--- src/rtl/imem_loader_pkg.sv ---
// Shared types and constants for the instruction-memory loader.
// Checksum support is compiled in only when IMEM_LOADER_CHECKSUM_EN is defined.
package imem_loader_pkg;

  typedef enum logic [2:0] {IDLE, CNT_LO, CNT_HI, DATA, CSUM} ldr_state_t;

  localparam int WORD_BYTES = 4;

  // Plain vector encodings of the loader states, used for the state register.
  localparam logic [2:0] ST_IDLE   = IDLE;
  localparam logic [2:0] ST_CNT_LO = CNT_LO;
  localparam logic [2:0] ST_CNT_HI = CNT_HI;
  localparam logic [2:0] ST_DATA   = DATA;
  localparam logic [2:0] ST_CSUM   = CSUM;

endpackage

--- src/rtl/imem_loader_word_packer.sv ---
// Collects bytes LSB-first into 32-bit words; word_valid_o fires together with the 4th byte.
module word_packer
  import imem_loader_pkg::*;
(
  input  logic        clk_i,
  input  logic        rst_ni,
  input  logic        clear_i,
  input  logic        valid_i,
  input  logic [7:0]  byte_i,
  output logic        word_valid_o,
  output logic [31:0] word_o
);

  localparam logic [1:0] LastLane = 2'(WORD_BYTES - 1);

  logic [1:0]  lane_q;
  logic [23:0] shift_q;

  // Earlier bytes slide down so the first byte ends up in the low lane.
  always_ff @(posedge clk_i or negedge rst_ni) begin
    if (!rst_ni) begin
      lane_q  <= 2'd0;
      shift_q <= 24'd0;
    end else if (clear_i) begin
      lane_q  <= 2'd0;
      shift_q <= 24'd0;
    end else if (valid_i) begin
      lane_q  <= lane_q + 2'd1;
      shift_q <= {byte_i, shift_q[23:8]};
    end
  end

  assign word_valid_o = valid_i && (lane_q == LastLane);
  assign word_o       = {byte_i, shift_q};

endmodule

--- src/rtl/imem_loader.sv ---
// Framed byte-stream loader for the 4096x32 instruction RAM; holds the core in reset while loading.
// Optional trailing XOR checksum byte is enabled by defining IMEM_LOADER_CHECKSUM_EN.
module imem_loader
  import imem_loader_pkg::*;
#(
  parameter int          ADDR_W    = 12,
  parameter logic [7:0]  SYNC_BYTE = 8'hA5,
  parameter int          BASE_ADDR = 0
) (
  input  logic              clk_i,
  input  logic              rst_ni,
  input  logic              in_valid_i,
  input  logic [7:0]        in_data_i,
  output logic              in_ready_o,
  input  logic              abort_i,
  output logic [ADDR_W-1:0] mem_addr_o,
  output logic [31:0]       mem_data_o,
  output logic              mem_wren_o,
  output logic              cpu_hold_o,
  output logic              busy_o,
  output logic              done_o,
  output logic              err_o,
  output logic [ADDR_W:0]   words_written_o
);

  localparam logic [16:0]       MaxWords = 17'd1 << ADDR_W;
  localparam logic [ADDR_W-1:0] BaseAddr = ADDR_W'(BASE_ADDR);

  logic [2:0]        state_q, state_d;
  logic [15:0]       cnt_q, cnt_d;
  logic [ADDR_W-1:0] wr_addr_q, wr_addr_d;
  logic [ADDR_W:0]   words_q, words_d;
  logic [ADDR_W-1:0] mem_addr_q, mem_addr_d;
  logic [31:0]       mem_data_q, mem_data_d;
  logic              mem_wren_q, mem_wren_d;
  logic              ready_q;
  logic              hold_q, hold_d;
  logic              done_q, done_d;
  logic              err_q, err_d;
`ifdef IMEM_LOADER_CHECKSUM_EN
  logic [7:0]        csum_q, csum_d;
`endif

  logic        abort_act;
  logic        byte_acc;
  logic        pack_valid;
  logic        pack_clr;
  logic        word_valid;
  logic [31:0] word;
  logic [15:0] n_full;
  logic        last_word;
  logic        do_finish;
  logic        do_fail;

  // Abort only counts mid-frame, and it swallows any byte offered in the same cycle.
  assign abort_act  = abort_i && (state_q != ST_IDLE);
  assign byte_acc   = in_valid_i && ready_q && !abort_act;
  assign pack_valid = byte_acc && (state_q == ST_DATA);
  assign n_full     = {in_data_i, cnt_q[7:0]};
  assign last_word  = (16'(words_q) + 16'd1) == cnt_q;

  word_packer u_packer (
    .clk_i        (clk_i),
    .rst_ni       (rst_ni),
    .clear_i      (pack_clr),
    .valid_i      (pack_valid),
    .byte_i       (in_data_i),
    .word_valid_o (word_valid),
    .word_o       (word)
  );

  always_comb begin
    state_d    = state_q;
    cnt_d      = cnt_q;
    wr_addr_d  = wr_addr_q;
    words_d    = words_q;
    mem_addr_d = mem_addr_q;
    mem_data_d = mem_data_q;
    mem_wren_d = 1'b0;
    hold_d     = hold_q;
    done_d     = done_q;
    err_d      = err_q;
    pack_clr   = 1'b0;
    do_finish  = 1'b0;
    do_fail    = 1'b0;
`ifdef IMEM_LOADER_CHECKSUM_EN
    csum_d     = csum_q;
`endif

    if (abort_act) begin
      do_fail = 1'b1;
    end else if (byte_acc) begin
      case (state_q)
        ST_IDLE: begin
          if (in_data_i == SYNC_BYTE) begin
            state_d  = ST_CNT_LO;
            done_d   = 1'b0;
            err_d    = 1'b0;
            words_d  = '0;
            hold_d   = 1'b1;
            pack_clr = 1'b1;
`ifdef IMEM_LOADER_CHECKSUM_EN
            csum_d   = 8'd0;
`endif
          end
        end
        ST_CNT_LO: begin
          cnt_d[7:0] = in_data_i;
          state_d    = ST_CNT_HI;
        end
        ST_CNT_HI: begin
          cnt_d = n_full;
          if (n_full == 16'd0) begin
`ifdef IMEM_LOADER_CHECKSUM_EN
            state_d = ST_CSUM;
`else
            do_finish = 1'b1;
`endif
          end else if ({1'b0, n_full} > MaxWords) begin
            do_fail = 1'b1;
          end else begin
            state_d   = ST_DATA;
            wr_addr_d = BaseAddr;
          end
        end
        ST_DATA: begin
`ifdef IMEM_LOADER_CHECKSUM_EN
          csum_d = csum_q ^ in_data_i;
`endif
          if (word_valid) begin
            mem_wren_d = 1'b1;
            mem_addr_d = wr_addr_q;
            mem_data_d = word;
            wr_addr_d  = wr_addr_q + 1'b1;
            words_d    = words_q + 1'b1;
            if (last_word) begin
`ifdef IMEM_LOADER_CHECKSUM_EN
              state_d = ST_CSUM;
`else
              do_finish = 1'b1;
`endif
            end
          end
        end
`ifdef IMEM_LOADER_CHECKSUM_EN
        ST_CSUM: begin
          if (in_data_i == csum_q) do_finish = 1'b1;
          else                     do_fail   = 1'b1;
        end
`endif
        default: begin
          do_fail = 1'b1;
        end
      endcase
    end

    if (do_fail) begin
      state_d  = ST_IDLE;
      err_d    = 1'b1;
      hold_d   = 1'b1;
      pack_clr = 1'b1;
    end else if (do_finish) begin
      state_d = ST_IDLE;
      done_d  = 1'b1;
      hold_d  = 1'b0;
    end
  end

  always_ff @(posedge clk_i or negedge rst_ni) begin
    if (!rst_ni) begin
      state_q    <= ST_IDLE;
      cnt_q      <= 16'd0;
      wr_addr_q  <= BaseAddr;
      words_q    <= '0;
      mem_addr_q <= BaseAddr;
      mem_data_q <= 32'd0;
      mem_wren_q <= 1'b0;
      ready_q    <= 1'b0;
      hold_q     <= 1'b1;
      done_q     <= 1'b0;
      err_q      <= 1'b0;
`ifdef IMEM_LOADER_CHECKSUM_EN
      csum_q     <= 8'd0;
`endif
    end else begin
      state_q    <= state_d;
      cnt_q      <= cnt_d;
      wr_addr_q  <= wr_addr_d;
      words_q    <= words_d;
      mem_addr_q <= mem_addr_d;
      mem_data_q <= mem_data_d;
      mem_wren_q <= mem_wren_d;
      ready_q    <= 1'b1;
      hold_q     <= hold_d;
      done_q     <= done_d;
      err_q      <= err_d;
`ifdef IMEM_LOADER_CHECKSUM_EN
      csum_q     <= csum_d;
`endif
    end
  end

  assign in_ready_o      = ready_q;
  assign mem_addr_o      = mem_addr_q;
  assign mem_data_o      = mem_data_q;
  assign mem_wren_o      = mem_wren_q;
  assign cpu_hold_o      = hold_q;
  assign busy_o          = (state_q != ST_IDLE);
  assign done_o          = done_q;
  assign err_o           = err_q;
  assign words_written_o = words_q;

endmodule

--- config.mk ---
export PLATFORM = sky130hd
export DESIGN_NAME = imem_loader
export DESIGN_NICKNAME = d
export VERILOG_FILES = /design/src/rtl/imem_loader_pkg.sv /design/src/rtl/imem_loader_word_packer.sv /design/src/rtl/imem_loader.sv
export SDC_FILE = /design/constraint.sdc
export NUM_CORES = 1
export LEC_CHECK = 0
export ABC_CLOCK_PERIOD_IN_PS = 3400
export CELL_PAD_IN_SITES_DETAIL_PLACEMENT = 2
export CELL_PAD_IN_SITES_GLOBAL_PLACEMENT = 2
export CORE_MARGIN = 2
export CORE_UTILIZATION = 33
export CTS_CLUSTER_DIAMETER = 120
export CTS_CLUSTER_SIZE = 40
export DETAILED_ROUTE_END_ITERATION = 8
export PLACE_DENSITY_LB_ADDON = 0.1
export SLEW_MARGIN = 15
export SYNTH_ARGS = -nofsm -noshare
export SYNTH_HDL_FRONTEND = slang
export SYNTH_HIERARCHICAL = 1
export SYNTH_SLANG_ARGS = --single-unit
export TNS_END_PERCENT = 20
--- constraint.sdc ---
create_clock -name clk_i -period 3.4 [get_ports clk_i]
set_input_delay 0.85 -clock clk_i [delete_from_list [all_inputs] [get_ports clk_i]]
set_output_delay 0.85 -clock clk_i [all_outputs]
set_load 0.01 [all_outputs]
==> results summary, run 1 <==
The run finished with clean final reports. After floorplanning, the core was divided into between 40 and 50 placement rows. Yosys mapped a number of flops with a built-in enable equal to 0. Among all stages on the critical path, the largest delay is contributed by sky130_fd_sc_hd__clkdlybuf4s50_1. The switching component of the power came out at roughly 1.3 mW. The critical path arrival came out at 3.31 ns. The share of total power consumed by net switching is 0.302. The die covers 0.0184 mm^2. The combinational fraction of design power is 0.193.

The total of buffers placed on input and output ports came out at 74. The smallest setup slack after layout is 0.387 ns. The count of H-tree levels built during CTS came out at 4.

The critical path in this run is classified as in -> reg. The net count of the finished layout is 616. Traced cell by cell, the critical path runs through clkdlybuf4s50_1 > nor2b_1 > nor2_2 > and2_1 > and2_1 > nand2_1 > nor3_2 > o2111a_1 > o2111ai_1 > o31ai_4 > nor2_1 > a221o_1. The number of buffers inserted to repair setup after CTS came out at 0. The vias per cell is 5.16.

In this run the cell area of the synthesized design comes to about 0.0057 mm^2. For flop-to-flop paths, the worst setup slack is 0.41 ns. The number of hold buffers added after cts came out at 0. The wire length of the first global-routing pass is 26700 um. The depth of the worst register-to-register path came out at 13. The number of diodes added for antenna fixing is 0. The biggest fanout along the worst timing path is 3.

STA classifies the critical path startpoint as an input port. The setup slack after placement came out at -0.0224 ns. Pin placement for this block handled between 70 and 80 I/O pins. The max-capacitance violation count is 0. Setup violations remaining at the end of the flow were counted as 0. The floorplan step set the die width to 136 um. Among all flip-flop cells after synthesis, the most frequent one is sky130_fd_sc_hd__dfrtp_1. Setup repair after global routing left no endpoint under its margin. The leakage power came out at between 3 and 4 nW.

STA classifies the critical path endpoint as a flop. The cell family contributing the most delay on the critical path is compound AO/OA/AOI/OAI gates. The number of clock sinks seen by CTS is approximately 120. The aggregate negative setup slack is 0 ns.

Measured on the finished design, the core utilization comes to 0.433. At the pin with the least slew margin, the transition time is 0.693 ns. The total count of hold-check failures in the final report came out at 0. The number of distinct library cells after synthesis is 65. The tightest slew margin relative to the limit came out at 0.532.

The residual DRC count came out at 0. The HPWL reported at the end of detailed placement came out at 11300 um. The count of TritonRoute iterations in the first routing pass came out at 4.

Dividing the final minimum period by the clock period gives 0.886. TritonCTS built the clock tree. Across all hold checks on the routed design, the worst slack comes to 0.337 ns. The worst register-to-register path ends at state_q[1]. The biggest cell delay along the critical path is 0.40 ns. The class of the worst hold path is in -> async. The number of buffer and inverter instances along the worst setup path is 1. The net count after synthesis came out at 520.

The routed design could run at a clock period as short as 3.01 ns. The final total power came out at 4.32 mW. The average footprint of a synthesized cell is 11.5 um^2. The source-to-sink clock delay at the later pin of the worst-skew pair is between 0.4 and 0.5 ns. The number of antenna violations at the first check in global routing came to 0. The clock network fraction of total power is 0.415. The top cell types in the final layout, fill and taps aside, are sky130_fd_sc_hd__dfrtp_1 (117), sky130_fd_sc_hd__clkdlybuf4s50_1 (73), sky130_fd_sc_hd__mux2_2 (60).

The number of warning messages in the yosys log came out at 6. The via count is 4304. Ranked by total cell area, the synthesized netlist is headed by sky130_fd_sc_hd__dfrtp_1 (51%), sky130_fd_sc_hd__mux2_2 (12%), sky130_fd_sc_hd__mux2i_1 (4.4%). Relative to the synthesized area, the layout overhead comes to 29.4%. Leaving out fill and tap cells, the most frequent cell in the layout is sky130_fd_sc_hd__dfrtp_1. CTS placed an instance of sky130_fd_sc_hd__clkbuf_16 at the clock tree root. The number of pins exceeding their max-slew limit in the final report came out at 0.

The sequential share of power came out at 0.391. The cell that appears most often on the critical path is sky130_fd_sc_hd__and2_1. The setup skew after layout is roughly 0.014 ns. The top achievable clock speed is 0.332 GHz. For this run, the register share of the synthesized area comes to 0.516. No sink is reached through more buffers than the 2 on the longest clock path. The internal power consumption is 3.02 mW. After synthesis, the share of flip-flops with an asynchronous set or reset is 1.00.

The worst-case vdd ir drop is 383 uV. Of the post-synthesis cell area, the dominant cell type holds 0.511. The remaining antenna violation count is 0. The post-CTS resize count came out at 0.

The critical path required time came out at 3.69 ns. Of the cells placed in the final design, the portion with a size suffix greater than 1 is 0.236. The overall global routing resource usage is 0.190. The post-CTS clock slew at the launch and capture registers of the worst setup and hold paths came out at 0.06 ns. Power spread over the standard cell area amounts to 583 mW/mm^2. The synthesized design spends more area on one cell type than any other, namely sky130_fd_sc_hd__dfrtp_1. The number of clock buffers inserted by TritonCTS came out at 17.

The final estimated routing congestion in global placement came out at 0.774. The area of the core region is between 0.015 and 0.02 mm^2. Counting every instance in the synthesized netlist gives 500. In this run, the number of DRC markers left after iteration 0 of detailed routing was ~160. The worst register-to-register path begins at state_q[0]. The synthesis-stage register bit count came out at 118.

The starting density of the core is 0.335. The die height came out at 136 um. The overall routed net length came out at 16300 um. The number of global-route vias before repair is 4794. Entering global routing, the biggest net connects 59 pins. After detailed routing, the average wire length per cell comes to 19.5 um. The total global routing overflow came out at 0.
layer usage:
| metal | GRT usage | wire, um |
|---|---|---|
| met1 | 0.260 | 7690 |
| met2 | 0.307 | 8010 |
| met3 | 0.0479 | 476 |
| met4 | 0.0417 | 127 |
| met5 | 0 | 0 |
Yosys cell counts (all sizes together), types with 2 or more instances:
library cell    n
a21oi           6
and4            3
o32ai           2
clkbuf         10
nor3            4
a22o            5
o22ai           2
nand4           9
o21ai          26
nand2          40
o2111ai         4
a21o            5
mux2           60
buf            19
o31ai          14
or3             4
mux2i          25
or4             2
nor3b           2
a31oi           4
inv            10
ha              8
xnor2           9
a211oi          2
nor2b           5
or3b            2
and2            7
nand3          11
and3            4
nand2b          4
nor4            5
xor2            6
dfrtp         117
nor2           46
worst max-delay path by stage:
stage,startpoint,endpoint,cells after the start
floorplan,abort_i,state_q[1],13
global placement,abort_i,mem_addr_o[4],10
detailed placement,in_valid_i,state_q[1],12
CTS,state_q[0],mem_addr_o[1],11
global route,state_q[0],state_q[1],13
finish,abort_i,state_q[1],12
cell type report:
class	instances	area, um^2
fill	1763	9710
tap	225	282
inverter	10	37.5
timing repair buffer	106	1000
multi-input combinational	343	2540
sequential	118	2950
clock inverter	14	150
clock buffer	18	439
logic make-up (layout without fill, tap and decap cells):
logic type,Yosys count,in the layout,synth area share
xor gates and xnor gates,15,15,0.0229
buffers and inverters,39,148,0.0409
adders and majority gates,9,9,0.0194
and+or+nand+nor,153,153,0.140
DFF,118,118,0.516
AOI/OAI and AO/OA,80,80,0.0990
other,1,1,0.000655
muxes,85,85,0.162
power groups by stage:
stage | clock, mW | sequential [mW] | combinational [mW]
6_report | 1.80 | 1.69 | 0.836
5_1_grt | 1.92 | 1.71 | 0.930
4_1_cts | 1.85 | 1.69 | 0.852
3_5_place_dp | 0 | 1.71 | 0.841
3_3_place_gp | 0 | 1.71 | 0.796
2_1_floorplan | 0 | 1.65 | 0.569
registers in the layout, summed over array words and instances (netlist names):
name,cells
in_ready_o,1
state_q,2
u_packer/lane_q,2
mem_wren_o,1
mem_addr_o,12
mem_data_o,32
u_packer/shift_q,24
cpu_hold_o,1
words_written_o,13
done_o,1
cnt_q,16
wr_addr_q,12
err_o,1
through the flow:
stage                     cell area (um^2)  instances
after floorplan                       5730        500
after global placement                6820        802
after detailed placement              6820        802
after CTS                             7410        834
after global routing                  7410        834
final                                 7410        834
(Power assumes the default switching activity.)
==> inputs of run 2 (changes only) <==
--- a/config.mk
+++ b/config.mk
@@ -5,14 +5,15 @@
 export SDC_FILE = /design/constraint.sdc
 export NUM_CORES = 1
 export LEC_CHECK = 0
-export ABC_CLOCK_PERIOD_IN_PS = 3400
+export ABC_CLOCK_PERIOD_IN_PS = 2940
 export CELL_PAD_IN_SITES_DETAIL_PLACEMENT = 2
 export CELL_PAD_IN_SITES_GLOBAL_PLACEMENT = 2
 export CORE_MARGIN = 2
-export CORE_UTILIZATION = 33
+export CORE_UTILIZATION = 42
 export CTS_CLUSTER_DIAMETER = 120
 export CTS_CLUSTER_SIZE = 40
 export DETAILED_ROUTE_END_ITERATION = 8
+export DONT_BUFFER_PORTS = 1
 export PLACE_DENSITY_LB_ADDON = 0.1
 export SLEW_MARGIN = 15
 export SYNTH_ARGS = -nofsm -noshare
==> constraint.sdc (replaced) <==
create_clock -name clk_i -period 2.94 [get_ports clk_i]
set_input_delay 0.735 -clock clk_i [delete_from_list [all_inputs] [get_ports clk_i]]
set_output_delay 0.735 -clock clk_i [all_outputs]
set_load 0.01 [all_outputs]
==> results summary, run 2 (synthesis gave the netlist of run 1 again) <==
Result of the run: complete, no violations (unchanged). The worst-case clock buffer depth was 2 (unchanged). The endpoint of the worst-slack reg-to-reg timing path was state_q[1] (unchanged).

The critical path arrival came out at 3.10 ns (was 3.31 ns). The number of ports placed on the die boundary came to 75 (unchanged). The start-to-end type of the worst setup path is reg -> reg (was in -> reg). The largest net degree at the start of global routing is 69 (was 59).

The biggest cell delay along the critical path was 0.44 ns (was 0.40 ns). The remaining antenna violation count was 0 (unchanged). The worst setup slack for register-to-register paths is 0.14 ns (was 0.41 ns).

The final estimated routing congestion in global placement came to 0.792 (was 0.774). The post-route fraction of the period consumed by the critical path came out at 0.953. The power per cell area is 750 mW/mm^2 (was 583 mW/mm^2).

The count of H-tree levels built during CTS came out at 4 (unchanged). The end-of-flow core utilization is 0.499 (was 0.433). The wire length on met2 is 8260 um (was 8010 um). The starting density of the core came out at 0.431 (was 0.335). Series of cell instances along the critical path: inv_1 > ha_2 > nor2b_4 > nor2_4 > and2_4 > and2_4 > nand2_4 > nor3_4 > o2111a_1 > o2111ai_2 > o31ai_4 > nor2_1 > a221o_1 (was clkdlybuf4s50_1 > nor2b_1 > nor2_2 > and2_1 > and2_1 > nand2_1 > nor3_2 > o2111a_1 > o2111ai_1 > o31ai_4 > nor2_1 > a221o_1). The total placed cells including tap cells came to 670 (was 802). The residual DRC count was 0 (unchanged). The count of non-filler cells in the finished layout was 705 (was 834). The depth of the worst register-to-register path came out at 13 (unchanged). The wire length on met3 is 957 um (was 476 um). The leakage power came out at 2.97 nW (was 3.24 nW).

The number of clock buffers inserted by TritonCTS is 17 (unchanged). The number of pins exceeding their max-slew limit in the final report came to 0 (unchanged). The number of antenna violations at the first check in global routing is 0 (unchanged). The clock root buffer is sky130_fd_sc_hd__clkbuf_16 (unchanged). The nature of the critical path endpoint is a flop (unchanged). The startpoint of the worst-slack reg-to-reg timing path was state_q[1] (was state_q[0]). The biggest fanout along the worst timing path was 8 (was 3). The wire length of the first global-routing pass came out at 26700 um (about the same). The worst-case vdd ir drop is 526 uV (was 383 uV). The count of standard-cell rows is 42 (was 48).

The cell type with the highest occurrence count on the critical path is sky130_fd_sc_hd__and2_4 (was sky130_fd_sc_hd__and2_1). The layout overhead on the synthesized area came out at 15.8% (was 29.4%). The via count came out at 4045 (was 4304). The fraction of final layout cells sized beyond drive strength 1 came out at 0.274 (was 0.236).

The tightest slew margin relative to the limit is 0.494 (was 0.532). The most common cell after layout, fill and taps aside is sky130_fd_sc_hd__dfrtp_1 (unchanged). The aggregate negative setup slack came out at 0 ns (unchanged). The clock tree from TritonCTS was yes (unchanged). The highest signal layer in the routed design is met4 (unchanged). The overall routed net length came out at 16600 um (was 16300 um).

The count of TritonRoute iterations in the first routing pass came to 4 (unchanged). The number of diodes added for antenna fixing is 0 (unchanged). The launch point of the worst path is state_q[1] (was abort_i). The horizontal extent of the die is 121 um (was 136 um). The vias per cell came out at 5.74 (was 5.16).

The layout net count is 537 (was 616). The setup slack after placement came out at 0.0477 ns (was -0.0224 ns). The critical path launch point type was a flop (was input port).

RSZ-0062 raised after global routing: no (unchanged). The routed wire length per instance was 23.5 um (was 19.5 um). The final count of negative-setup-slack endpoints is 0 (unchanged). The cell area after placement came to 0.00598 mm^2 (was 0.00682 mm^2). The filler cell count in the final layout came to 1329 (was 1763). The violation count after the first detailed-route iteration is 135 (was 164). The minimum period implied by the final worst setup slack came out at 2.80 ns. The area of the core region is 0.0133 mm^2 (was 0.0171 mm^2). The number of clock sinks seen by CTS is 118 (unchanged). The transition time at the pin with the least slew margin came out at 0.750 ns (was 0.693 ns). The worst hold-check slack came out at 0.159 ns (was 0.337 ns). The class of the worst hold path is in -> async (unchanged). The final total power is 4.97 mW (was 4.32 mW).

The overall global routing resource usage is 0.245 (was 0.190). The multi-input gate area in the final layout came out at 0.00259 mm^2 (was 0.00254 mm^2). The max-capacitance violation count came to 0 (unchanged). The endpoint of the most critical setup path is state_q[1] (unchanged). The setup skew after layout came out at 0.00793 ns (was 0.0141 ns).

The slowest stage cell on the critical path was sky130_fd_sc_hd__dfrtp_2 (was sky130_fd_sc_hd__clkdlybuf4s50_1). The number of flip-flops under the largest register name came out at 32 (unchanged). The critical path required time was 3.24 ns (was 3.69 ns).

The post-layout instance area is 0.00663 mm^2 (was 0.00741 mm^2). The total count of hold-check failures in the final report came to 0 (unchanged). The source-to-sink clock delay at the later pin of the worst-skew pair came out at 0.42 ns (about the same). The area enclosed by the die boundary is 0.0146 mm^2 (was 0.0184 mm^2). The area taken by flip-flops and latches is 0.00296 mm^2 (was 0.00295 mm^2). The HPWL reported at the end of detailed placement came out at 10200 um (was 11300 um). The number of global-route vias before repair came out at 4605 (was 4794). The post-CTS clock slew at the launch and capture registers of the worst setup and hold paths came out at 0.05 ns (was 0.06 ns). Most frequent cells in the layout: sky130_fd_sc_hd__dfrtp_1 (116), sky130_fd_sc_hd__mux2_2 (60), sky130_fd_sc_hd__nor2_1 (44) (was sky130_fd_sc_hd__dfrtp_1 (117), sky130_fd_sc_hd__clkdlybuf4s50_1 (73), sky130_fd_sc_hd__mux2_2 (60)).

The top achievable clock speed is about 0.36 GHz. The total global routing overflow came to 0 (unchanged). The smallest setup slack after layout came out at 0.138 ns (was 0.387 ns). The die height came to 121 um (was 136 um). The total of buffers placed on input and output ports is 0 (was 74). The met1 layer wirelength in the final routing came to 7200 um (was 7690 um).
run 2: final cells by class:
cell class / count / share of cell area
sequential: 118 / 0.445
multi-input combinational: 343 / 0.390
clock buffer: 20 / 0.0688
timing repair buffer: 27 / 0.0377
tap: 176 / 0.0332
clock inverter: 11 / 0.0189
inverter: 10 / 0.00566
run 2: worst max-delay path: cells and delay by family, from the launching register on:
family                   cells  cell delay (ns)
AO/OA/AOI/OAI                4             1.01
adder cells (fa/ha/maj)      1             0.21
buffers and inverters        1             0.10
flip-flops                   1             0.44
AND/OR/NAND/NOR              7             0.91
run 2: worst min-delay path by stage:
stage	start	endpoint	slack [ns]	cells past startpoint
3_3_place_gp	rst_ni	in_ready_o	0.44	0
4_1_cts	rst_ni	cpu_hold_o	0.14	0
2_1_floorplan	rst_ni	cnt_q[0]	0.44	0
3_5_place_dp	rst_ni	in_ready_o	0.44	0
6_report	rst_ni	cpu_hold_o	0.16	0
5_1_grt	rst_ni	cpu_hold_o	0.14	0
run 2: timing repair:
action | CTS | global route
endpoints found under the hold margin | 39 | 0
hold buffers | 3 | 0
setup buffers | 0 | 1
setup endpoints to repair | 0 | 10
resized for setup | 0 | 4
run 2: routing by layer:
layer	GRT usage	up-vias
met5	0	-
met4	0.0712	0
met2	0.401	86
met1	0.313	2122
met3	0.0764	16
li1	-	1821
run 2: report_power, final:
part / total [mW] / switching [mW] / leakage, nW / internal [mW]
Sequential: 1.96 / 0.188 / 1.60 / 1.77
Clock: 2.06 / 0.776 / 0.271 / 1.29
Combinational: 0.951 / 0.553 / 1.10 / 0.398
Total: 4.97 / 1.52 / 2.97 / 3.45
